===== config.mk =====
export PLATFORM = sky130hd
export DESIGN_NAME = alu_arith_unit
export DESIGN_NICKNAME = d
export VERILOG_FILES = /design/src/rtl/alu_arith_unit.sv
export SDC_FILE = /design/constraint.sdc
export NUM_CORES = 1
export LEC_CHECK = 0
export ABC_AREA = 1
export CAP_MARGIN = 20
export CORE_MARGIN = 2
export CORE_UTILIZATION = 51
export CTS_CLUSTER_SIZE = 8
export DETAILED_ROUTE_END_ITERATION = 8
export PLACE_DENSITY = 0.9
export SLEW_MARGIN = 20
export SYNTH_ARGS = -nofsm -noshare
export SYNTH_HDL_FRONTEND = slang
export SYNTH_SLANG_ARGS = --single-unit

===== constraint.sdc =====
create_clock -name clk -period 3.1 [get_ports clk]
set_input_delay 0.62 -clock clk [delete_from_list [all_inputs] [get_ports clk]]
set_output_delay 0.62 -clock clk [all_outputs]
set_load 0.01 [all_outputs]

===== src/rtl/alu_arith_unit.sv =====
// ---------------------------------------------------------------------------
// alu_arith_unit
//
// Registered integer arithmetic / set-on-compare unit for the execute stage.
// One shared adder serves ADD (in1 + in2) and, with B inverted and a carry-in
// of one, SUB and all compares (in1 - in2). Results land in flops one cycle
// after an accepted in_valid; with in_valid low the result flops hold.
//
// Parameters:
//   WIDTH      operand / result width in bits (>= 2)
//
// Ports:
//   clk        rising-edge clock
//   rst        synchronous active-high reset
//   in_valid   operands and selects valid this cycle
//   in1, in2   two's-complement operands A and B
//   sel0..sel4 operation select (sel4=0 ADD; sel4=1,sel3=1 SUB;
//              sel4=1,sel3=0 compare decoded on {sel2,sel1,sel0})
//   out        registered result (compares are zero-extended flags)
//   cout       registered carry-out (SUB: 1 = no borrow)
//   overflow   registered signed overflow
//   out_valid  registered, high the cycle after an accepted in_valid
//
// Optional build macro ALU_ARITH_DEBUG_EN adds unregistered probe outputs:
//   sum        in1 + in2
//   diff       in1 - in2
//   in2_final  adder B operand (in2 for ADD, ~in2 otherwise)
// ---------------------------------------------------------------------------
module alu_arith_unit #(
    parameter int unsigned WIDTH = 32
) (
    input  logic             clk,
    input  logic             rst,
    input  logic             in_valid,
    input  logic [WIDTH-1:0] in1,
    input  logic [WIDTH-1:0] in2,
    input  logic             sel0,
    input  logic             sel1,
    input  logic             sel2,
    input  logic             sel3,
    input  logic             sel4,
    output logic [WIDTH-1:0] out,
    output logic             cout,
    output logic             overflow,
    output logic             out_valid
`ifdef ALU_ARITH_DEBUG_EN
    ,
    output logic [WIDTH-1:0] sum,
    output logic [WIDTH-1:0] diff,
    output logic [WIDTH-1:0] in2_final
`endif
);

    localparam int unsigned MSB = WIDTH - 1;

    typedef enum logic [3:0] {
        OP_ADD,
        OP_SUB,
        OP_SEQ,
        OP_SNE,
        OP_SLT,
        OP_SGT,
        OP_SLE,
        OP_SGE,
        OP_RSVD
    } op_e;

    op_e op;

    // Priority decode: sel4 first, then sel3, then the compare code.
    always_comb begin
        op = OP_ADD;
        if (sel4) begin
            if (sel3) begin
                op = OP_SUB;
            end else begin
                unique case ({sel2, sel1, sel0})
                    3'b000:  op = OP_SEQ;
                    3'b001:  op = OP_SNE;
                    3'b010:  op = OP_SLT;
                    3'b011:  op = OP_SGT;
                    3'b100:  op = OP_SLE;
                    3'b110:  op = OP_SGE;
                    default: op = OP_RSVD;
                endcase
            end
        end
    end

    // Shared adder: A + B for ADD, A + ~B + 1 for everything else.
    logic             is_add;
    logic [WIDTH-1:0] b_op;
    logic [WIDTH:0]   add_full;
    logic [WIDTH-1:0] add_res;
    logic             add_c;
    logic             add_v;

    assign is_add   = (op == OP_ADD);
    assign b_op     = is_add ? in2 : ~in2;
    assign add_full = {1'b0, in1} + {1'b0, b_op} + {{WIDTH{1'b0}}, ~is_add};
    assign add_res  = add_full[WIDTH-1:0];
    assign add_c    = add_full[WIDTH];

    // Using the inverted B operand makes one rule cover both ADD and SUB:
    // overflow when A and B' agree in sign and the result does not.
    assign add_v = (in1[MSB] == b_op[MSB]) && (add_res[MSB] != in1[MSB]);

    // Signed compare flags from the subtractor; sign XOR overflow gives the
    // true sign of in1 - in2 even when the subtraction wraps.
    logic f_eq;
    logic f_lt;
    logic f_gt;
    logic f_le;
    logic f_ge;

    assign f_eq = (in1 == in2);
    assign f_lt = add_res[MSB] ^ add_v;
    assign f_gt = ~f_lt & ~f_eq;
    assign f_le = f_lt | f_eq;
    assign f_ge = ~f_lt;

    // Result selection.
    logic [WIDTH-1:0] out_d;
    logic             cout_d;
    logic             ovf_d;
    logic             flag;

    always_comb begin
        out_d  = '0;
        cout_d = 1'b0;
        ovf_d  = 1'b0;
        flag   = 1'b0;
        unique case (op)
            OP_ADD, OP_SUB: begin
                out_d  = add_res;
                cout_d = add_c;
                ovf_d  = add_v;
            end
            OP_SEQ:  flag = f_eq;
            OP_SNE:  flag = ~f_eq;
            OP_SLT:  flag = f_lt;
            OP_SGT:  flag = f_gt;
            OP_SLE:  flag = f_le;
            OP_SGE:  flag = f_ge;
            default: flag = 1'b0;
        endcase
        if (op != OP_ADD && op != OP_SUB) begin
            out_d[0] = flag;
        end
    end

    // Output registers.
    logic [WIDTH-1:0] out_q;
    logic             cout_q;
    logic             ovf_q;
    logic             valid_q;

    always_ff @(posedge clk) begin
        if (rst) begin
            out_q   <= '0;
            cout_q  <= 1'b0;
            ovf_q   <= 1'b0;
            valid_q <= 1'b0;
        end else begin
            valid_q <= in_valid;
            if (in_valid) begin
                out_q  <= out_d;
                cout_q <= cout_d;
                ovf_q  <= ovf_d;
            end
        end
    end

    assign out       = out_q;
    assign cout      = cout_q;
    assign overflow  = ovf_q;
    assign out_valid = valid_q;

`ifdef ALU_ARITH_DEBUG_EN
    assign sum       = in1 + in2;
    assign diff      = in1 - in2;
    assign in2_final = b_op;
`endif

endmodule


Yosys cells after proc, flatten, opt, wreduce, memory -nomap -nowiden
Cells that the tools add are included.
{"block": "totals", "inputBits": 72, "word_cells": 44, "memories": 0, "ram_bits": 0, "ff_bits": 35, "rom_bits": 0, "latch_bits": 0}
{"block": "op_classes", "muxes": 9, "n_shift": 0, "n_addsub": 2, "n_div": 0, "n_eq_ne": 16, "n_reduce_logical": 6, "mul": 0, "n_bitwise": 7, "order_cmp": 0}
{"operator": "two-way mux 32 bit", "count": 2}
{"operator": "adder 32 x 32 -> 33 bit", "count": 1}
{"operator": "adder 33 x 1 -> 33 bit", "count": 1}
{"operator": "equality test 32 bit", "count": 1}
{"operator": "NOT 32 bit", "count": 1}
{"operator": "one-hot mux 4 bit (6 select lines)", "count": 1}
{"operator": "equality test 4 x 3 -> 1 bit, second input constant", "count": 4}
{"operator": "equality test 4 x 2 -> 1 bit, second input constant", "count": 2}
{"operator": "two-way mux 4 bit", "count": 2}
{"operator": "equality test 3 x 2 -> 1 bit, second input constant", "count": 2}
{"operator": "equality test 3 bit, second input constant", "count": 2}
{"operator": "one-hot mux 1 bit (6 select lines)", "count": 1}
{"operator": "equality test 4 x 1 -> 1 bit, second input constant", "count": 1}
{"operator": "logical NOT 4 bit", "count": 1}
{"operator": "inequality test 4 x 1 -> 1 bit, second input constant", "count": 1}
{"operator": "nonzero test 4 bit", "count": 1}
{"operator": "equality test 3 x 1 -> 1 bit, second input constant", "count": 1}
{"operator": "logical NOT 3 bit", "count": 1}
{"operator": "two-way mux 1 bit", "count": 3}
{"operator": "NOT 1 bit", "count": 3}
{"operator": "logical AND 1 bit", "count": 2}
{"operator": "OR reduction 2 bit", "count": 1}
{"operator": "bitwise AND 1 bit", "count": 1}
{"operator": "equality test 1 bit", "count": 1}
{"operator": "3 further kinds", "count": 3}

Longest topological paths before layout
{"block": "logic_depth", "word_depth": 15, "ltp_mapped": 20, "depth_no_buf": 19}

Worst setup path before layout
OpenSTA, ideal clock, no wires.
{"block": "synth_timing", "path_kind": "input to register", "from": "input sel4", "to": "register out_q[0] (netlist: out[0])", "stages": 17, "arrival_ns": 2.492, "setup_slack_ns": 0.500, "required_time_ns": 2.991, "path_cell_list": "buf_6 -> buf_2 -> xor2_1 -> ha_1 -> a21oi_1 -> and2_4 -> nor2_2 -> nor2_2 -> nand2_4 -> nand2_4 -> nand3_4 -> nand3_2 -> nand2_1 -> nor2_1 -> nand3_1 -> nand2_1 -> inv_1"}
{"block": "synth_between", "elab_chain_len": 12}
{"element": "start, declared", "line": "41", "text": "input logic sel4,"}
{"element": "two-way mux 4 bit (*)", "line": "73", "text": "if (sel4) begin"}
{"element": "logical NOT 4 bit", "line": "98, 133"}
{"element": "two-way mux 32 bit", "line": "99", "text": "assign b_op = is_add ? in2 : ~in2;"}
{"element": "adder 32 x 32 -> 33 bit", "line": "100", "text": "assign add_full = {1'b0, in1} + {1'b0, b_op} + {{WIDTH{1'b0}}, ~is_add};"}
{"element": "adder 33 x 1 -> 33 bit", "line": "100"}
{"element": "inequality test 1 bit", "line": "106", "text": "assign add_v = (in1[MSB] == b_op[MSB]) && (add_res[MSB] != in1[MSB]);"}
{"element": "logical AND 1 bit", "line": "106"}
{"element": "XOR 1 bit", "line": "117", "text": "assign f_lt = add_res[MSB] ^ add_v;"}
{"element": "NOT 1 bit", "line": "118, 120"}
{"element": "bitwise AND 1 bit", "line": "118", "text": "assign f_gt = ~f_lt & ~f_eq;"}
{"element": "one-hot mux 1 bit (6 select lines)", "line": "133", "text": "unique case (op)"}
{"element": "two-way mux 1 bit (*)", "line": "147", "text": "if (op != OP_ADD && op != OP_SUB) begin"}
{"element": "end signal, assigned", "line": "167", "text": "out_q <= out_d;"}
{"element": "end, declared", "line": "153", "text": "logic [WIDTH-1:0] out_q;"}
Every way passes the cells marked *; elsewhere a longest branch is shown, timed or not.
A chain may end at the register's enable or synchronous reset.

Worst setup path after layout
{"block": "layout_timing", "from": "input in2[22]", "to": "register out_q[0] (netlist: out[0])"}
{"block": "layout_between", "elab_chain_len": 11}
{"element": "start, declared", "line": "36", "text": "input logic [WIDTH-1:0] in2,"}
{"element": "NOT 32 bit", "line": "99"}
{"element": "two-way mux 32 bit", "line": "99"}
{"element": "adder 32 x 32 -> 33 bit", "line": "100"}
{"element": "adder 33 x 1 -> 33 bit", "line": "100"}
{"element": "inequality test 1 bit", "line": "106"}
{"element": "logical AND 1 bit", "line": "106"}
{"element": "XOR 1 bit", "line": "117"}
{"element": "NOT 1 bit", "line": "118, 120"}
{"element": "bitwise AND 1 bit", "line": "118"}
{"element": "one-hot mux 1 bit (6 select lines) (*)", "line": "133"}
{"element": "two-way mux 1 bit (*)", "line": "147"}
Marked as above.

==> impl_metrics.csv <==
group,metric,value,unit
run_status,outcome,"completed",
critical_path,rr_endpoint,"out[22]$_SDFFE_PP0P_",
cells_and_area,final_layout_size_suffix_gt1_frac,0.100,
yosys,fraction_of_synthesized_cell_area_taken_by_the_top_area_cell_type,0.164,
floorplanning,core_area,8180,µm²
yosys,synth_top_cells_by_area,"dfxtp_1, nand2_1, ha_1",
cts,clk_transition_reported_paths,0.07,ns
cts,maximum_buffer_depth_of_the_clock_tree,2,
cts,numClockSinks,35,
yosys,combinational_family_with_the_most_area_after_synthesis,"simple AND/OR/NAND/NOR gates",
cts,cts_made_buffers,5,
placement,dpl-instance-area,5460,µm²
critical_path,critPathLaunchType,"input pin",
timing,setup_viol_count_final,0,
placement,dp_worst_setup_slack,-0.113,ns
critical_path,slowest_delay,0.51,ns
yosys,synth_fa_ha_area_frac,0.0955,
cts,clock_tree.htree_level_count,2,
critical_path,rr_worst_depth,2,
cells_and_area,nets,891,
global_routing,grt_first_pass_wirelength,21.6,mm
run,max-cap-violations,0,
timing,tightest_slew,0.500,ns
detailed_routing,detailedRoute.firstPassIterationCount,5,
detailed_routing,drt-vias-per-instance,5.36,
timing,finalCriticalPeriod,2.91,ns
cts,cts_post_setup_buffers_inserted,0,
yosys,synth_cells,680,
global_routing,antenna_found_initial,0,
global_routing,grt_remaining_overflow,0,
yosys,synthXorXnorAreaFrac,0.123,
cts,clock_latency,0.28,ns
timing,fmax,0.344,GHz
power,power.density_cell_area,361,nW/µm²
yosys,synth.distinct_cells,46,
detailed_routing,routed_wl,13.6,mm
critical_path,rr_startpoint,"out[22]$_SDFFE_PP0P_",
yosys,post_synth_and_or_nand_nor_area_fraction,0.369,
critical_path,crit_top_cell,"nand2_1",
detailed_routing,first_iter_violations,251,
yosys,synth.most_common_cell,"nand2_1",
cts,tritoncts,"done",
power,vdd_ir_drop_max,246,µV
yosys,yosys_register_bits,35,
critical_path,critPathSlowestCell,"clkdlybuf4s50_1",
floorplanning,floorplan.io_pins,107,
yosys,synth_edf_count,0,
floorplanning,num_rows,33,
yosys,syn_nets,784,
cells_and_area,final_core_util,0.680,
cells_and_area,synthToLayoutAreaGrowth,30.2,%
placement,routabilityCongestion,0.932,
critical_path,worst_setup_path_startpoint,"in2[22]",
yosys,synth_seq_area_share,0.164,
timing,maxSlewViolCount,0,
yosys,synth.yosys.warnings,0,
critical_path,crit_path_end,"out[0]$_SDFFE_PP0P_",
yosys,synth_top_flop_cell,"dfxtp_1",
cells_and_area,num_antenna_cells,0,
critical_path,crit_path_end_kind,"flop",
floorplanning,die_area,9120,µm²
global_routing,grt_max_degree,35,
timing,hold_viol,0,
detailed_routing,detailroute.via_count,4785,
global_routing,grt.total_usage,0.301,
power,totalPowerFinal,2.01,mW
floorplanning,die_height,95.5,µm
yosys,synth-compound-area-share,0.169,
power,p_leak,2.48,nW
placement,numPortBuffers,106,
yosys,synthDominantAreaCellType,"dfxtp_1",
timing,fin_skew,0,ns
hold_path,min-delay-path-class,"reg2reg",
floorplanning,fp.dieW,95.5,µm
cells_and_area,final_area,5560,µm²
global_routing,grt_pass1_vias,4682,
yosys,postSynth.asyncResetShare,0,
placement,detailed_placement_hpwl,11.5,mm
critical_path,crit_path_category,"in2reg",
yosys,mean_cell_area_of_the_mapped_netlist,6.28,µm²
hold_path,min_delay_path_depth,2,
critical_path,cp_data_required_time,3.29,ns
timing,final_total_negative_setup_slack,0,ns
critical_path,crit_arrival,3.10,ns
cts,library_cell_used_as_clock_root_buffer,"clkbuf_8",
critical_path,worstPathCellList,"clkdlybuf4s50_1 -> xor2_1 -> ha_1 -> a21oi_1 -> a21boi_2 -> nand2_1 -> a21oi_2 -> nand3_4 -> nand3_2 -> nand2_1 -> nor2_1 -> nand3_1 -> nand2_1 -> inv_1",
detailed_routing,antenna_left,0,
detailed_routing,drt-wirelength-per-cell,15.2,µm
yosys,netlist_area,4270,µm²
detailed_routing,remaining_drc_errors,0,
critical_path,cp_max_fo,5,
timing,rsz_0062_raised_after_global_routing,"false",
yosys,synth.cells.most_frequent,"nand2_1, a21oi_1, inv_1",
critical_path,reg2reg_setup_slack,2.43,ns
floorplanning,initial_core_util,0.522,
timing,setup_slack,0.193,ns
timing,timing.final.crit_share,0.938,
yosys,synth.mux.area_fraction,0,
timing,slew_headroom,0.666,
## per-stage QoR
step / cells / hold WS (ns)
final: 893 / 0.463
after global routing: 893 / 0.491
after CTS: 893 / 0.466
after detailed placement: 885 / 0.455
after global placement: 885 / 0.455
after floorplan: 680 / 0.490
## how the worst min path moves through the flow
stage | startpoint | to | slack, ns
after floorplan | out[1]$_SDFFE_PP0P_ | out[1]$_SDFFE_PP0P_ | 0.49
after global placement | out[3]$_SDFFE_PP0P_ | out[3]$_SDFFE_PP0P_ | 0.45
after detailed placement | out[21]$_SDFFE_PP0P_ | out[21]$_SDFFE_PP0P_ | 0.45
after CTS | out[21]$_SDFFE_PP0P_ | out[21]$_SDFFE_PP0P_ | 0.47
after global routing | overflow$_SDFFE_PP0P_ | overflow$_SDFFE_PP0P_ | 0.49
final | out[21]$_SDFFE_PP0P_ | out[21]$_SDFFE_PP0P_ | 0.46
## cell usage in the layout (no fill, tap or decap), drive strengths merged, types with 2 or more instances in the layout
cell type      instances
a31oi                  3
xnor2                 20
nand2                195
nor2                  55
nand3b                 2
ha                    31
o21bai                 7
nand3                 49
nand4                  9
buf                    9
inv                   72
a21o                   8
clkbuf                 6
nor3                  15
a21oi                 73
clkinv                 2
clkdlybuf4s50        105
o21ai                 23
dfxtp                 35
o211ai                 2
or2                   17
xor2                  40
a21boi                 3
## worst max-delay path: cells and delay by family
kind                       cells  cell delay [ns]
xor gates and xnor gates       1             0.18
and+or+nand+nor                7             0.62
AOI/OAI and AO/OA              3             0.77
buffers and inverters          2             0.54
adders and majority gates      1             0.36
## layer usage
layer / GRT usage / up-vias / wire [µm]
met3: 0.0466 / 41 / 680
met5: 0 / - / 0
met4: 0.135 / 0 / 660
met2: 0.550 / 180 / 6610
met1: 0.343 / 2123 / 5620
li1: - / 2441 / -
## logic make-up (layout without fill, tap and decap cells)
logic type / count (synthesis) / count (layout)
flops: 35 / 35
buf+inv: 87 / 195
xor+xnor: 60 / 60
fa+ha+maj: 32 / 32
compound gates: 122 / 122
simple gates: 344 / 344
## final cells by class
class / count / area, µm²
repair buffers: 114 / 1130
clock buffers: 6 / 72.6
fillers: 732 / 2620
clock inverters: 2 / 12.5
flip-flops and latches: 35 / 701
multi-input cells: 558 / 3240
well taps: 105 / 131
inverters: 73 / 274
## state kept, by name, summed over array words and instances (netlist names)
signal	flops
cout	1
out	32
out_valid	1
overflow	1
## power breakdown
part	switching (mW)	internal (mW)
combinational	0.670	0.486
sequential	0.0253	0.495
clock	0.172	0.157
total	0.868	1.14
## what timing repair did
item	4_1_cts	5_1_grt
gates resized for setup	0	2
hold buffers	0	0
setup endpoints to repair	0	2
Note: power is estimated with default switching activity, not from simulation.
